[config.mk]
export PLATFORM = sky130hd
export DESIGN_NAME = load_store_initiator
export DESIGN_NICKNAME = d
export VERILOG_FILES = /design/src/rtl/load_store_initiator.sv
export SDC_FILE = /design/constraint.sdc
export NUM_CORES = 1
export LEC_CHECK = 0
export BUFFER_PORTS_ARGS = -buffer_cell sky130_fd_sc_hd__buf_2
export CORE_MARGIN = 2
export CORE_UTILIZATION = 50
export CTS_BUF_LIST = sky130_fd_sc_hd__clkbuf_2
export CTS_CLUSTER_SIZE = 25
export DETAILED_ROUTE_END_ITERATION = 7
export PLACE_DENSITY = 0.85
export SYNTH_ARGS = -nofsm -noshare
export SYNTH_HDL_FRONTEND = slang
export SYNTH_SLANG_ARGS = --single-unit
[constraint.sdc]
create_clock -name clk -period 5.2 [get_ports clk]
set_clock_uncertainty 0.15 [all_clocks]
set_input_delay 0.26 -clock clk [delete_from_list [all_inputs] [get_ports clk]]
set_output_delay 0.26 -clock clk [all_outputs]
set_load 0.1 [all_outputs]
[src/rtl/load_store_initiator.sv]
// Load/store initiator between the MEM stage and a word-organised data memory.
// Formats byte lanes, splits word-crossing accesses into two beats and extends load data.
module load_store_initiator #(
   parameter int DM_ADDRESS = 9,
   parameter int DATA_W     = 32
) (
   input  logic                  clk,
   input  logic                  rst_n,
   input  logic                  req_valid,
   output logic                  req_ready,
   input  logic                  req_write,
   input  logic [2:0]            req_funct3,
   input  logic [DM_ADDRESS-1:0] req_addr,
   input  logic [DATA_W-1:0]     req_wdata,
   output logic                  resp_valid,
   output logic                  resp_err,
   output logic [DATA_W-1:0]     resp_rdata,
   output logic [DM_ADDRESS-1:0] mem_addr,
   output logic                  mem_re,
   output logic [3:0]            mem_wr,
   output logic [DATA_W-1:0]     mem_wdata,
   input  logic [DATA_W-1:0]     mem_rdata
);

   typedef enum logic [2:0] {IDLE, ISSUE1, ISSUE2, CAP, RESP} state_t;

   state_t            state;
   logic              write_q;
   logic [2:0]        funct3_q;
   logic [1:0]        offset_q;
   logic              cross_q;
   logic [3:0]        be_hi_q;
   logic [DATA_W-1:0] wdata_hi_q;
   logic [DATA_W-1:0] word1;

   logic [3:0]        size_mask;
   logic [DATA_W-1:0] lane_mask;
   logic [7:0]        be_shift;
   logic [63:0]       data_shift;
   logic              legal;
   logic [55:0]       window;
   logic [DATA_W-1:0] load_word;
   logic [DATA_W-1:0] load_result;

   // Request-side lane formatting: enables and data are laid out over a two-word span,
   // the upper word being the second beat of a crossing access.
   always_comb begin
      size_mask = 4'b1111;
      case (req_funct3[1:0])
         2'b00:   size_mask = 4'b0001;
         2'b01:   size_mask = 4'b0011;
         default: size_mask = 4'b1111;
      endcase
      lane_mask  = {{8{size_mask[3]}}, {8{size_mask[2]}}, {8{size_mask[1]}}, {8{size_mask[0]}}};
      be_shift   = {4'b0000, size_mask} << req_addr[1:0];
      data_shift = {32'b0, req_wdata & lane_mask} << {req_addr[1:0], 3'b000};
      if (req_write)
         legal = !req_funct3[2] && (req_funct3[1:0] != 2'b11);
      else
         legal = (req_funct3[1:0] != 2'b11) && (req_funct3 != 3'b110);

      // Byte 7 of a two-word window can never be reached, so only seven bytes are kept.
      window = cross_q ? {mem_rdata[23:0], word1} : {24'b0, mem_rdata};
      case (offset_q)
         2'd0:    load_word = window[31:0];
         2'd1:    load_word = window[39:8];
         2'd2:    load_word = window[47:16];
         default: load_word = window[55:24];
      endcase
      case (funct3_q)
         3'b000:  load_result = {{24{load_word[7]}}, load_word[7:0]};
         3'b001:  load_result = {{16{load_word[15]}}, load_word[15:0]};
         3'b100:  load_result = {24'b0, load_word[7:0]};
         3'b101:  load_result = {16'b0, load_word[15:0]};
         default: load_result = load_word;
      endcase
   end

   // Transaction sequencer; every interface output is a register written here.
   always_ff @(posedge clk) begin
      if (!rst_n) begin
         state      <= IDLE;
         req_ready  <= 1'b1;
         resp_valid <= 1'b0;
         resp_err   <= 1'b0;
         resp_rdata <= '0;
         mem_addr   <= '0;
         mem_re     <= 1'b0;
         mem_wr     <= 4'b0000;
         mem_wdata  <= '0;
         write_q    <= 1'b0;
         funct3_q   <= 3'b000;
         offset_q   <= 2'b00;
         cross_q    <= 1'b0;
         be_hi_q    <= 4'b0000;
         wdata_hi_q <= '0;
         word1      <= '0;
      end else begin
         resp_valid <= 1'b0;
         resp_err   <= 1'b0;
         resp_rdata <= '0;
         case (state)
            IDLE: begin
               if (req_valid) begin
                  req_ready  <= 1'b0;
                  write_q    <= req_write;
                  funct3_q   <= req_funct3;
                  offset_q   <= req_addr[1:0];
                  cross_q    <= |be_shift[7:4];
                  be_hi_q    <= be_shift[7:4];
                  wdata_hi_q <= data_shift[63:32];
                  if (!legal) begin
                     state      <= RESP;
                     resp_valid <= 1'b1;
                     resp_err   <= 1'b1;
                  end else begin
                     state     <= ISSUE1;
                     mem_addr  <= {req_addr[DM_ADDRESS-1:2], 2'b00};
                     mem_re    <= !req_write;
                     mem_wr    <= req_write ? be_shift[3:0] : 4'b0000;
                     mem_wdata <= req_write ? data_shift[31:0] : '0;
                  end
               end
            end
            ISSUE1: begin
               if (cross_q) begin
                  state     <= ISSUE2;
                  mem_addr  <= mem_addr + DM_ADDRESS'(4);
                  mem_re    <= !write_q;
                  mem_wr    <= write_q ? be_hi_q : 4'b0000;
                  mem_wdata <= write_q ? wdata_hi_q : '0;
               end else begin
                  mem_re    <= 1'b0;
                  mem_wr    <= 4'b0000;
                  mem_wdata <= '0;
                  if (write_q) begin
                     state      <= RESP;
                     resp_valid <= 1'b1;
                  end else begin
                     state <= CAP;
                  end
               end
            end
            ISSUE2: begin
               mem_re    <= 1'b0;
               mem_wr    <= 4'b0000;
               mem_wdata <= '0;
               word1     <= mem_rdata;
               if (write_q) begin
                  state      <= RESP;
                  resp_valid <= 1'b1;
               end else begin
                  state <= CAP;
               end
            end
            CAP: begin
               state      <= RESP;
               resp_valid <= 1'b1;
               resp_rdata <= load_result;
            end
            RESP: begin
               state     <= IDLE;
               req_ready <= 1'b1;
            end
            default: begin
               state     <= IDLE;
               req_ready <= 1'b1;
            end
         endcase
      end
   end

endmodule

* Yosys cells after proc, flatten, opt, wreduce, memory -nomap -nowiden
Index checks and enable logic that the tools add are counted.
Storage, ports and cells: register bits after elaboration 159, bits in latches 0, RAM bits 0, ROM bits 0, input bits 80, output and inout bits 81, word-level logic and storage cells 91, memories kept 0
Operators by class: add/subtract/negate cells 1, $mul 0, divide/modulo/power cells 0, $lt $le $gt $ge 0, equality and inequality tests 14, shifts and indexed selects 2, muxes and demuxes 37, bitwise operators 2, reductions and logical operators 19
Operators with widths (number):
- case mux 32 bit (3 select lines) | 2
- two-way mux 32 bit | 5
- case mux 32 bit (4 select lines) | 1
- left shift 32 x 5 -> 64 bit | 1
- two-way mux 56 bit | 1
- AND 32 bit | 1
- two-way mux 9 bit | 3
- two-way mux 4 bit | 5
- case mux 9 bit (2 select lines) | 1
- two-way mux 3 bit | 4
- case mux 3 bit (4 select lines) | 1
- case mux 4 bit (3 select lines) | 1
- adder 9 x 3 -> 9 bit, second input constant | 1
- two-way mux 1 bit | 9
- != test 2 bit, second input constant | 4
- case mux 4 bit (2 select lines) | 1
- AND reduction 2 bit | 4
- left shift 4 x 2 -> 8 bit | 1
- == test 3 x 1 -> 1 bit, second input constant | 2
- == test 3 x 2 -> 1 bit, second input constant | 2
- == test 3 bit, second input constant | 2
- logical NOT 3 bit | 2
- == test 2 x 1 -> 1 bit, second input constant | 2
- logical NOT 2 bit | 2
- 14 further kinds | 17

* Longest topological paths before layout
word-level depth 8, mapped depth 8, depth with buffers taken out 5

* Worst setup path after synthesis
OpenSTA, ideal clock, no wires.
path type flip-flop to flip-flop, from register mem_addr[2], to register mem_addr[4], arrival 1892 ps, required time 4980 ps, slack 3088 ps, cell stages (with the launch flop) 6, period minus slack after synthesis 2112 ps, cells stage by stage dfxtp_1 ha_1 nor2b_1 mux2i_1 or2_2 a21oi_1
On the way: cells in the longest elaborated chain, start to end 3
RTL lines:
- start: declaration | RTL line 18 | output logic [DM_ADDRESS-1:0] mem_addr,
- start signal: assignment | RTL line 118 | mem_addr <= {req_addr[DM_ADDRESS-1:2], 2'b00};
- start signal: assignment | RTL line 128 | mem_addr <= mem_addr + DM_ADDRESS'(4);
- adder 9 x 3 -> 9 bit | RTL line 128
- two-way mux 9 bit | RTL line 126 | if (cross_q) begin
- case mux 9 bit (2 select lines) | RTL line 102 | case (state)
Every way passes these cells. The select of a mux whose other input is x is not followed. A chain may end at the register's enable or synchronous reset.

* Worst setup path after layout
from register state[0], to register mem_wdata[0]
On the way: cells in the longest elaborated chain, start to end 3, elaborated cells on any way between the ends 8
RTL lines:
- start: declaration | RTL line 27 | state_t state;
- start signal: assignment | RTL line 82 | state <= IDLE;
- start signal: assignment | RTL line 113 | state <= RESP;
- start signal: assignment | RTL line 117 | state <= ISSUE1;
- == test 3 x 2 -> 1 bit, or another cell as far along | RTL line 102
- nonzero test 3 bit (no source line) / != test 2 bit (equally long branches)
- AND reduction 3 bit (no source line)
- end signal: assignment | RTL line 121 | mem_wdata <= req_write ? data_shift[31:0] : '0;
- end signal: assignment | RTL line 131 | mem_wdata <= write_q ? wdata_hi_q : '0;
- end: declaration | RTL line 21 | output logic [DATA_W-1:0] mem_wdata,
Several ways; a longest one is shown, not always the timed one.

==> results_dict.tcl <==
set metrics [dict create \
    start_util_pct 50.8 \
    leakagePower_nw 3.92 \
    die_w_um 128 \
    arrival_ns 4.37 \
    pwr_density_cell_nw_per_um2 323 \
    cts_tree "yes" \
    ys_seq_area_share_pct 38.5 \
    start_kind "flop" \
    drtIter0Drc 960 \
    yosysUniqueCellTypes 62 \
    route.top_layer_used "met4" \
    vias 8459 \
    ys_async_sr_fraction_pct 0 \
    dieArea_um2 16400 \
    synth_edf_count 0 \
    combPwrFrac_pct 38.8 \
    cts_buffer_depth 2 \
    num_rows 45 \
    clock_tree.root_cell "clkbuf_2" \
    drt_wl_total_um 25500 \
    crit_top_cell "buf_4" \
    power_frac_seq_pct 42.5 \
    cap_violations 0 \
    clkSinkCount 148 \
    hp-class "in -> reg" \
    power_frac_clock_pct 18.7 \
    worstPathCellList "or4b_1 -> buf_4 -> o32ai_4 -> buf_4 -> o21ai_0 -> a21oi_1 -> dlygate4sd3_1" \
    drive_gt1_share_pct 22.3 \
    groute.usage.overall_pct 30.9 \
    holdBufCountCts 106 \
    path_class "reg -> reg" \
    swShare_pct 44.0 \
    syn_inst 923 \
    gp_congestion 0.918 \
    m1WireLength_um 9730 \
    critPathSlowestCell "o32ai_4" \
    cp_top_family "buffers and inverters" \
    crit_required_ns 5.75 \
    min_period_ns 3.82 \
    wl_per_cell_um 19.2 \
    overflow 0 \
    antenna_found_initial 1 \
    min_period_over_period_pct 73.4 \
    most-common-layout-cells "buf_2 (158), dfxtp_1 (146), nand2_1 (141)" \
    htreeDepth 4 \
    final_common_cell "buf_2" \
    wl_met3_um 2500 \
    core-area_um2 15100 \
    area_growth_pct 25.6 \
    path_buf_inv 3 \
    place_hpwl_um 14800 \
    route.met2.wl_um 12000 \
    rsz0062_at_grt "false" \
    fmax_ghz 0.262 \
    crit_fanout 35 \
    grt_max_degree 60 \
    slew_headroom_pct 19.6 \
    io_pins 161 \
    tightestPinTransition_ns 1.20 \
    postCtsSetupBuffers 0 \
    yosysWarnings 0 \
    syn_area_um2 7700 \
    grt_pass1_wl_um 40200 \
    slew_violations 0 \
    drt-pass1-iter-count 5 \
    endpoint_kind "flop" \
    cts_buffers 17 \
    setup_viol 0 \
    hold_viol 0 \
    drc_errors 0 \
    syn_area_per_cell_um2 8.34 \
    fp.dieH_um 128 \
    switching_power_mw 1.37 \
    vias_per_cell 6.37 \
    clk_pin_slew_ns 0.21 \
    insertion_delay_ns 0.74 \
    fin_total_pwr_mw 3.12 \
    synth_ff_type "dfxtp_1" \
    tns_ns 0 \
    fillers 1152 \
    ant_nets 0 \
    p_int_mw 1.75 \
    grt_pass1_vias 7929 \
    status "complete, no violations" \
    vdd_drop_max_v 0.000375 \
    synth_seq_cells 148 \
    port_buffers 158 \
    ctsResizeCount 0 \
    final_nets 1209 \
    max_stage_delay_ns 0.85 \
]
==> cells in the mapped netlist (all sizes together) (2+ instances only) <==
library cell | n | area (um2)
a2bb2oi | 9 | 78.8
o22ai | 2 | 12.5
o211ai | 4 | 30.0
a221oi | 20 | 175
o31ai | 5 | 37.5
and3 | 3 | 18.8
a21oi | 128 | 641
or2 | 10 | 62.6
nand4 | 9 | 56.3
mux4 | 15 | 338
nand2 | 141 | 529
buf | 40 | 211
o2bb2ai | 4 | 35.0
and2 | 6 | 37.5
nor2 | 58 | 218
a31oi | 11 | 68.8
inv | 8 | 30.0
a22oi | 18 | 135
dfxtp | 148 | 2960
nand2b | 3 | 18.8
clkinv | 2 | 7.51
a21o | 2 | 15.0
nor4 | 3 | 18.8
o311ai | 14 | 123
clkbuf | 49 | 184
mux2 | 25 | 282
o21ai | 66 | 330
nor3 | 11 | 60.1
a221o | 8 | 80.1
nand3 | 7 | 35.0
o211a | 4 | 40.0
a211o | 2 | 17.5
nor2b | 6 | 37.5
o21a | 11 | 82.6
a22o | 8 | 70.1
a211oi | 8 | 60.1
mux2i | 37 | 370
==> registers in the layout, indices dropped and copies added (netlist names), 2 cells and up <==
register / cells
funct3_q: 3
offset_q: 2
mem_addr: 7
mem_wr: 4
resp_rdata: 32
wdata_hi_q: 24
word1: 32
be_hi_q: 3
mem_wdata: 32
state: 3
==> power by group through the flow <==
stage,Combinational [mW],Sequential [mW],Clock (mW)
after floorplan,0.500,1.72,0
after global placement,1.08,1.34,0
after detailed placement,1.09,1.34,0
after CTS,1.18,1.32,0.581
after global routing,1.27,1.34,0.633
final,1.21,1.33,0.584
==> per-stage QoR <==
step	instances	hold slack, ns	util [%]	setup WS, ns	cell area (um2)
2_1_floorplan	924	0.246	-	3.09	7700
3_3_place_gp	1191	0.289	55.6	2.14	8420
3_5_place_dp	1191	0.296	55.6	2.03	8420
4_1_cts	1327	0.128	63.8	1.52	9660
5_1_grt	1328	0.109	63.8	1.20	9660
6_report	1328	0.156	63.8	1.38	9660
==> final cells by class <==
type | count | area (um2) | share of cell area, %
flip-flops and latches | 148 | 2970 | 30.7
clock buffers | 18 | 90.1 | 0.932
diodes | 1 | 2.50 | 0.0259
well taps | 188 | 235 | 2.43
clock inverters | 12 | 92.6 | 0.958
repair buffers | 274 | 1930 | 19.9
inverters | 10 | 37.5 | 0.388
multi-input cells | 677 | 4310 | 44.6
==> cell families after synthesis <==
family,count (synthesis),share of synthesized area (%)
AOI/OAI and AO/OA,332,27.6
xor gates and xnor gates,1,0.114
adders and majority gates,1,0.163
buffers and inverters,99,5.62
DFF,148,38.5
muxes,77,12.9
other,1,0.0487
and+or+nand+nor,264,15.1
==> layer usage <==
metal  track usage [%]  vias to the layer above
li1                  -                     3788
met1              37.7                     3956
met2              50.2                      592
met3              8.22                      123
met4              16.1                        0
met5                 0                        -
==> worst paths after layout <==
check | from | endpoint | slack (ns) | cells after the start
worst min register to register | word1[7]$_SDFFE_PN0N_ | word1[7]$_SDFFE_PN0N_ | 0.32 | 2
worst min-delay path | mem_rdata[18] | word1[18]$_SDFFE_PN0N_ | 0.16 | 4
worst max-delay path | state[0]$_SDFFE_PN0P_ | mem_wdata[0]$_SDFFE_PN0P_ | 1.38 | 7
worst max register to register | state[0]$_SDFFE_PN0P_ | mem_wdata[0]$_SDFFE_PN0P_ | 1.38 | 7
==> worst reg2reg max path, stage by stage, from the launching register on <==
cell           delay, ns
dfxtp_1             0.55
or4b_1              0.59
buf_4               0.27
o32ai_4             0.86
buf_4               0.42
o21ai_0             0.12
a21oi_1             0.22
dlygate4sd3_1       0.60
Power figures use the tool's default switching activity.
